**src/rtl/bit_diff_fsmd_mb.sv**
```systemverilog
// bit_diff_fsmd_mb
//
// Purpose:
//   FSMD that scans a WIDTH-bit word LANES bits per cycle and reports the
//   signed difference between its one-bits and zero-bits:
//     mode = 0 : ones  - zeros
//     mode = 1 : zeros - ones
//   A job is requested with go while idle (START or DONE). It then runs for
//   exactly WIDTH/LANES COMPUTE cycles, after which the result is published
//   and done rises.
//
// Ports:
//   clk    in   1      rising-edge clock
//   rst    in   1      asynchronous active-high reset
//   go     in   1      start request, honoured in START/DONE only
//   mode   in   1      difference direction, latched together with go
//   data   in   WIDTH  word to evaluate, captured every idle cycle
//   abort  in   1      (only with BIT_DIFF_ABORT_EN) drop the running job
//   result out  RW     signed result of the last completed job
//   done   out  1      result valid and no job running
//   busy   out  1      high while in COMPUTE
//
// Configuration:
//   BIT_DIFF_ABORT_EN  when defined, adds the abort input. abort is acted on
//                      only in COMPUTE: the job is dropped, the state returns
//                      to START and the previous result is kept.

module bit_diff_fsmd_mb #(
  parameter int WIDTH = 16,
  parameter int LANES = 4
) (
  input  logic                                  clk,
  input  logic                                  rst,
  input  logic                                  go,
  input  logic                                  mode,
  input  logic [WIDTH-1:0]                      data,
`ifdef BIT_DIFF_ABORT_EN
  input  logic                                  abort,
`endif
  output logic signed [$clog2(2*WIDTH+1)-1:0]   result,
  output logic                                  done,
  output logic                                  busy
);

  localparam int RW     = $clog2(2*WIDTH+1);
  localparam int NCHUNK = WIDTH / LANES;
  localparam int CW     = ($clog2(NCHUNK) > 1) ? $clog2(NCHUNK) : 1;
  localparam logic [CW-1:0] LAST_COUNT = CW'(NCHUNK - 1);

  if (WIDTH < 2 || LANES < 1 || LANES > WIDTH || (WIDTH % LANES) != 0) begin : gBadParams
    $fatal(1, "bit_diff_fsmd_mb: illegal WIDTH=%0d / LANES=%0d", WIDTH, LANES);
  end

  typedef enum logic [1:0] {
    START   = 2'd0,
    COMPUTE = 2'd1,
    DONE    = 2'd2
  } state_t;

  state_t                 state_q, state_d;
  logic [WIDTH-1:0]       data_q, data_d;
  logic [CW-1:0]          count_q, count_d;
  logic signed [RW-1:0]   diff_q, diff_d;
  logic signed [RW-1:0]   result_q, result_d;
  logic                   mode_q, mode_d;

  logic [RW-1:0]          pop;
  logic signed [RW-1:0]   chunkVal;
  logic signed [RW-1:0]   sumVal;
  logic                   abortHit;

`ifdef BIT_DIFF_ABORT_EN
  assign abortHit = abort;
`else
  assign abortHit = 1'b0;
`endif

  // Popcount of the lane bits about to be consumed this cycle.
  always_comb begin
    pop = '0;
    for (int i = 0; i < LANES; i++) begin
      pop = pop + RW'(data_q[i]);
    end
  end

  // Each chunk contributes (ones - zeros) = 2*popcount - LANES.
  assign chunkVal = $signed(pop << 1) - $signed(RW'(LANES));
  assign sumVal   = diff_q + chunkVal;

  // Next-state and datapath updates.
  always_comb begin
    state_d  = state_q;
    data_d   = data_q;
    count_d  = count_q;
    diff_d   = diff_q;
    result_d = result_q;
    mode_d   = mode_q;

    case (state_q)
      START, DONE: begin
        // Idle: keep sampling data so the word present at the go edge is used.
        data_d  = data;
        count_d = '0;
        diff_d  = '0;
        if (go) begin
          state_d = COMPUTE;
          mode_d  = mode;
        end
      end

      COMPUTE: begin
        if (abortHit) begin
          state_d = START;
        end else begin
          diff_d  = sumVal;
          data_d  = data_q >> LANES;
          count_d = count_q + CW'(1);
          // Terminal test on the current count so the last chunk is included.
          if (count_q == LAST_COUNT) begin
            state_d  = DONE;
            result_d = mode_q ? -sumVal : sumVal;
          end
        end
      end

      default: begin
        state_d = state_t'('x);
      end
    endcase
  end

  // State and datapath registers.
  always_ff @(posedge clk or posedge rst) begin
    if (rst) begin
      state_q  <= START;
      data_q   <= '0;
      count_q  <= '0;
      diff_q   <= '0;
      result_q <= '0;
      mode_q   <= 1'b0;
    end else begin
      state_q  <= state_d;
      data_q   <= data_d;
      count_q  <= count_d;
      diff_q   <= diff_d;
      result_q <= result_d;
      mode_q   <= mode_d;
    end
  end

  assign result = result_q;
  assign done   = (state_q == DONE);
  assign busy   = (state_q == COMPUTE);

endmodule

```
**config.mk**
```make
export PLATFORM = sky130hd
export DESIGN_NAME = bit_diff_fsmd_mb
export DESIGN_NICKNAME = d
export VERILOG_FILES = /design/src/rtl/bit_diff_fsmd_mb.sv
export SDC_FILE = /design/constraint.sdc
export NUM_CORES = 1
export LEC_CHECK = 0
export ABC_AREA = 1
export CORE_UTILIZATION = 52
export DETAILED_ROUTE_END_ITERATION = 8
export HOLD_SLACK_MARGIN = 0.03
export PLACE_DENSITY = 0.78
export REMOVE_ABC_BUFFERS = 1
export SETUP_SLACK_MARGIN = 0.2
export SYNTH_ARGS = -nofsm -noshare
export SYNTH_HDL_FRONTEND = slang
export SYNTH_SLANG_ARGS = --single-unit
export TNS_END_PERCENT = 100
```
**constraint.sdc**
```tcl
create_clock -name clk -period 3.45 [get_ports clk]
set_input_delay 0.5175 -clock clk [delete_from_list [all_inputs] [get_ports clk]]
set_output_delay 0.5175 -clock clk [all_outputs]
set_load 0.005 [all_outputs]
```
==> impl_results.html <==
<table>
<tr><th>Metric</th><th>Value</th></tr>
<tr><th colspan="2">Status</th></tr>
<tr><td>Result of the run</td><td>completed</td></tr>
<tr><th colspan="2">CTS</th></tr>
<tr><td>H-tree levels</td><td>2</td></tr>
<tr><td>Post-CTS clock slew at the launch and capture registers of the worst setup and hold paths</td><td>0.09 ns</td></tr>
<tr><td>CTS sink count</td><td>31</td></tr>
<tr><td>Number of buffers added by the clock tree synthesis step</td><td>5</td></tr>
<tr><td>Number of buffers inserted for hold repair after clock tree synthesis</td><td>0</td></tr>
<tr><td>Resized cells post-CTS</td><td>0</td></tr>
<tr><td>Cell at the root of the clock tree</td><td>clkbuf_4</td></tr>
<tr><td>Setup bufs post-CTS</td><td>0</td></tr>
<tr><td>Clock tree from TritonCTS</td><td>done</td></tr>
<tr><td>Clock network latency to the later pin of the worst-skew pair</td><td>0.33 ns</td></tr>
<tr><td>Worst-case clock buffer depth</td><td>2</td></tr>
<tr><th colspan="2">Floorplanning</th></tr>
<tr><td>Die H</td><td>58.4 microns</td></tr>
<tr><td>Count of pins on the block boundary</td><td>28</td></tr>
<tr><td>Cell Rows</td><td>20</td></tr>
<tr><td>Core Footprint</td><td>3030 sq um</td></tr>
<tr><td>Starting density of the core</td><td>54.7%</td></tr>
<tr><td>Die width</td><td>58.4 microns</td></tr>
<tr><td>Area of the die</td><td>3410 sq um</td></tr>
<tr><th colspan="2">Synthesis</th></tr>
<tr><td>Leading post-synthesis cells by instance count</td><td>60 x nand2_1, 31 x dfrtp_1, 30 x inv_1, 11 x ha_1, 8 x o21ai_0</td></tr>
<tr><td>Syn avg cell area</td><td>9.05 sq um</td></tr>
<tr><td>Post-synthesis async set-or-reset flop share</td><td>100%</td></tr>
<tr><td>Proportion of netlist area held by the largest area contributor</td><td>46.9%</td></tr>
<tr><td>Post-synth EDFFs</td><td>0</td></tr>
<tr><td>Flip-flop and latch count after synthesis</td><td>31</td></tr>
<tr><td>Post-synth design cell area</td><td>1660 sq um</td></tr>
<tr><td>Proportion of synthesized chip area in sequential cells</td><td>46.9%</td></tr>
<tr><td>Biggest area contributors in the synthesized netlist</td><td>dfrtp_1 47%, nand2_1 14%, ha_1 8.3%</td></tr>
<tr><td>Unique cell type count in the Yosys netlist</td><td>28</td></tr>
<tr><td>Most frequent cell after synthesis</td><td>nand2_1</td></tr>
<tr><td>Post-Synthesis Cells</td><td>183</td></tr>
<tr><td>Most area-hungry cell type in the Yosys netlist</td><td>dfrtp_1</td></tr>
<tr><td>Most used flip-flop cell after synthesis</td><td>dfrtp_1</td></tr>
<tr><td>Number of warnings reported in the yosys synthesis log</td><td>0</td></tr>
<tr><th colspan="2">Setup path</th></tr>
<tr><td>Last element of the critical path</td><td>result[5]</td></tr>
<tr><td>Ordered cell list for the critical path</td><td>fa_1, ha_1, ha_1, inv_1, ha_1, inv_1, ha_1, fa_1, inv_1, nand2_1, nand2_1, nand2_1, nand2_1, nand3_1, nand3_1, nand2_1</td></tr>
<tr><td>Number of buffer and inverter stages on the critical path</td><td>3</td></tr>
<tr><td>Worst flop-to-flop path startpoint</td><td>data_q[0]</td></tr>
<tr><td>Register-to-Register Setup Slack</td><td>0.42 ns</td></tr>
<tr><td>Total stage count of the critical path</td><td>16</td></tr>
<tr><td>Critical path's most frequent cell</td><td>nand2_1</td></tr>
<tr><td>Peak fanout along the critical path</td><td>3</td></tr>
<tr><td>Crit. Startpoint</td><td>data_q[0]</td></tr>
<tr><td>Worst Setup End Kind</td><td>flop</td></tr>
<tr><td>Critical Path AT</td><td>3.26 ns</td></tr>
<tr><td>Dominant delay contributor by cell family on the critical path</td><td>adder cells</td></tr>
<tr><td>Startpoint class of the critical path</td><td>flop</td></tr>
<tr><td>Worst reg2reg path endpoint</td><td>result[5]</td></tr>
<tr><td>Critical path's slowest cell</td><td>fa_1</td></tr>
<tr><td>Largest stage delay, worst path</td><td>0.48 ns</td></tr>
<tr><td>Worst Path Class, Setup</td><td>flop to flop</td></tr>
<tr><td>Cell depth of the worst flop-to-flop path</td><td>16</td></tr>
<tr><td>Required arrival time at the worst endpoint</td><td>3.68 ns</td></tr>
<tr><th colspan="2">Final layout</th></tr>
<tr><td>Layout overhead on the synthesized area</td><td>20.4%</td></tr>
<tr><td>Layout cell share with drive strength beyond 1</td><td>9.86%</td></tr>
<tr><td>Final std cells w/o fill</td><td>257</td></tr>
<tr><td>Final nets</td><td>245</td></tr>
<tr><td>Antenna cell count</td><td>0</td></tr>
<tr><th colspan="2">Drt</th></tr>
<tr><td>Drc violations</td><td>0</td></tr>
<tr><td>First drt pass iteration count</td><td>4</td></tr>
<tr><td>Routed vias</td><td>1286</td></tr>
<tr><td>WL/cell</td><td>11.9 microns</td></tr>
<tr><td>Number of DRC markers after the initial detailed-route iteration</td><td>46</td></tr>
<tr><td>Number of vias per cell</td><td>5.00</td></tr>
<tr><td>Wirelength, routed</td><td>3.05 mm</td></tr>
<tr><td>Number of nets with antenna violations after routing</td><td>0</td></tr>
<tr><th colspan="2">Global route</th></tr>
<tr><td>Sum of overflow across all layers after global routing</td><td>0</td></tr>
<tr><td>Largest net degree at the start of global routing</td><td>32</td></tr>
<tr><td>Combined global-route utilization of all metal layers</td><td>20.8%</td></tr>
<tr><td>Global-route wire length before repair</td><td>5.35 mm</td></tr>
<tr><td>Initial antenna violation count</td><td>0</td></tr>
<tr><td>Vias in the first global route</td><td>1260</td></tr>
<tr><th colspan="2">STA</th></tr>
<tr><td>Final setup viols</td><td>0</td></tr>
<tr><td>Final sum of negative setup slack</td><td>0 ns</td></tr>
<tr><td>Unrepaired setup endpoints after global routing</td><td>no</td></tr>
<tr><td>Worst Hold Margin</td><td>0.485 ns</td></tr>
<tr><td>Layout Skew</td><td>0.00487 ns</td></tr>
<tr><td>Final period utilization</td><td>87.7%</td></tr>
<tr><td>Maximum clock frequency</td><td>330 MHz</td></tr>
<tr><td>Total count of hold-check failures in the final report</td><td>0</td></tr>
<tr><td>Final Max Slew Viols</td><td>0</td></tr>
<tr><td>Final Critical Period</td><td>3.03 ns</td></tr>
<tr><th colspan="2">Place</th></tr>
<tr><td>Buffers on Ports</td><td>26</td></tr>
<tr><td>Total half-perimeter wirelength after legalization and detailed placement</td><td>2.22 mm</td></tr>
<tr><td>RD Place Congestion</td><td>0.788</td></tr>
<tr><td>Count of placed standard cells including taps</td><td>249</td></tr>
<tr><th colspan="2">Pwr</th></tr>
<tr><td>Leakage dissipation</td><td>1.01 nW</td></tr>
<tr><td>Power per unit of standard cell area</td><td>1080 nW/um^2</td></tr>
<tr><td>Worst vdd rail ir drop</td><td>477 uV</td></tr>
<tr><td>Overall Power</td><td>2.16 mW</td></tr>
<tr><th colspan="2">Job</th></tr>
<tr><td>Max-cap violation count</td><td>0</td></tr>
<tr><th colspan="2">Worst hold path</th></tr>
<tr><td>Type of the most critical hold path</td><td>flop to flop</td></tr>
</table>
==> worst min path at each step <==
stage,to,cells after the start,start,slack [ns]
finish,data_q[2],2,data_q[6],0.48
global route,data_q[2],2,data_q[6],0.51
CTS,data_q[2],2,data_q[6],0.49
detailed placement,result[2],2,result[2],0.47
global placement,data_q[6],2,data_q[10],0.46
floorplan,data_q[2],2,data_q[6],0.45
==> flip-flops by register name, indices dropped and copies added, names as in the netlist <==
signal,flops
result,5
state_q,2
data_q,16
count_q,2
mode_q,1
diff_q,5
==> cells by family (layout without fill, tap and decap cells) <==
family,Yosys count,after routing,synth area share [%]
and+or+nand+nor,73,73,18.7
muxes,1,1,0.680
xor gates and xnor gates,2,2,1.06
other,1,1,0.227
AOI/OAI and AO/OA,25,25,12.2
buffers and inverters,37,67,9.52
adders and majority gates,13,13,10.7
DFF,31,31,46.9
==> worst reg2reg max path: cells and delay by family, from the launching register on <==
family	cells	cell delay [ns]
buffers and inverters	3	0.14
flip-flops	1	0.41
adder cells (fa/ha/maj)	6	1.81
AND/OR/NAND/NOR	7	0.56
==> power by group <==
group          switching [mW]  leakage [nW]  internal, mW  total (mW)
combinational           0.784         0.593         0.548        1.33
clock                   0.125        0.0293        0.0793       0.204
sequential             0.0947         0.390         0.528       0.623
==> cell usage in the layout, fill, tap and decap left out <==
cell	count
a22o_1	2
buf_4	1
clkbuf_1	2
clkbuf_4	5
clkdlybuf4s50_1	26
clkinv_2	1
conb_1	1
dfrtp_1	31
fa_1	2
ha_1	11
inv_1	30
inv_2	1
inv_4	1
mux2_2	1
nand2_1	60
nand2_4	1
nand3_1	7
nor2_1	3
nor2_8	1
o211ai_1	2
o211ai_2	5
o21ai_0	8
o21ai_2	2
o221ai_1	2
o22ai_1	2
o22ai_2	1
o31ai_1	1
or2_2	1
xor2_1	2
==> metrics by stage <==
| step | setup WS, ns | util, % | cell area (sq um) |
|---|---|---|---|
| floorplan | 0.588 | - | 1620 |
| global placement | 0.532 | 64.2 | 1940 |
| detailed placement | 0.421 | 64.2 | 1940 |
| CTS | 0.417 | 65.8 | 1990 |
| global route | 0.241 | 65.8 | 1990 |
| finish | 0.423 | 65.8 | 1990 |
==> metal layers <==
metal,global-route usage (%),up-vias,part of all wire (%)
li1,-,631,-
met1,24.1,621,44
met2,37.8,28,51
met3,4.62,6,3.7
met4,7.14,0,1.7
met5,0,-,0
==> layout make-up <==
| type | instances | area, sq um |
|---|---|---|
| Clock buffer | 7 | 45.0 |
| Clock inverter | 1 | 5.00 |
| Fill cell | 259 | 1030 |
| Inverter | 32 | 123 |
| Multi-Input combinational cell | 115 | 722 |
| Sequential cell | 31 | 776 |
| Tap cell | 44 | 55.1 |
| Timing Repair Buffer | 27 | 268 |
No activity file was read; power rests on OpenSTA's default activity.
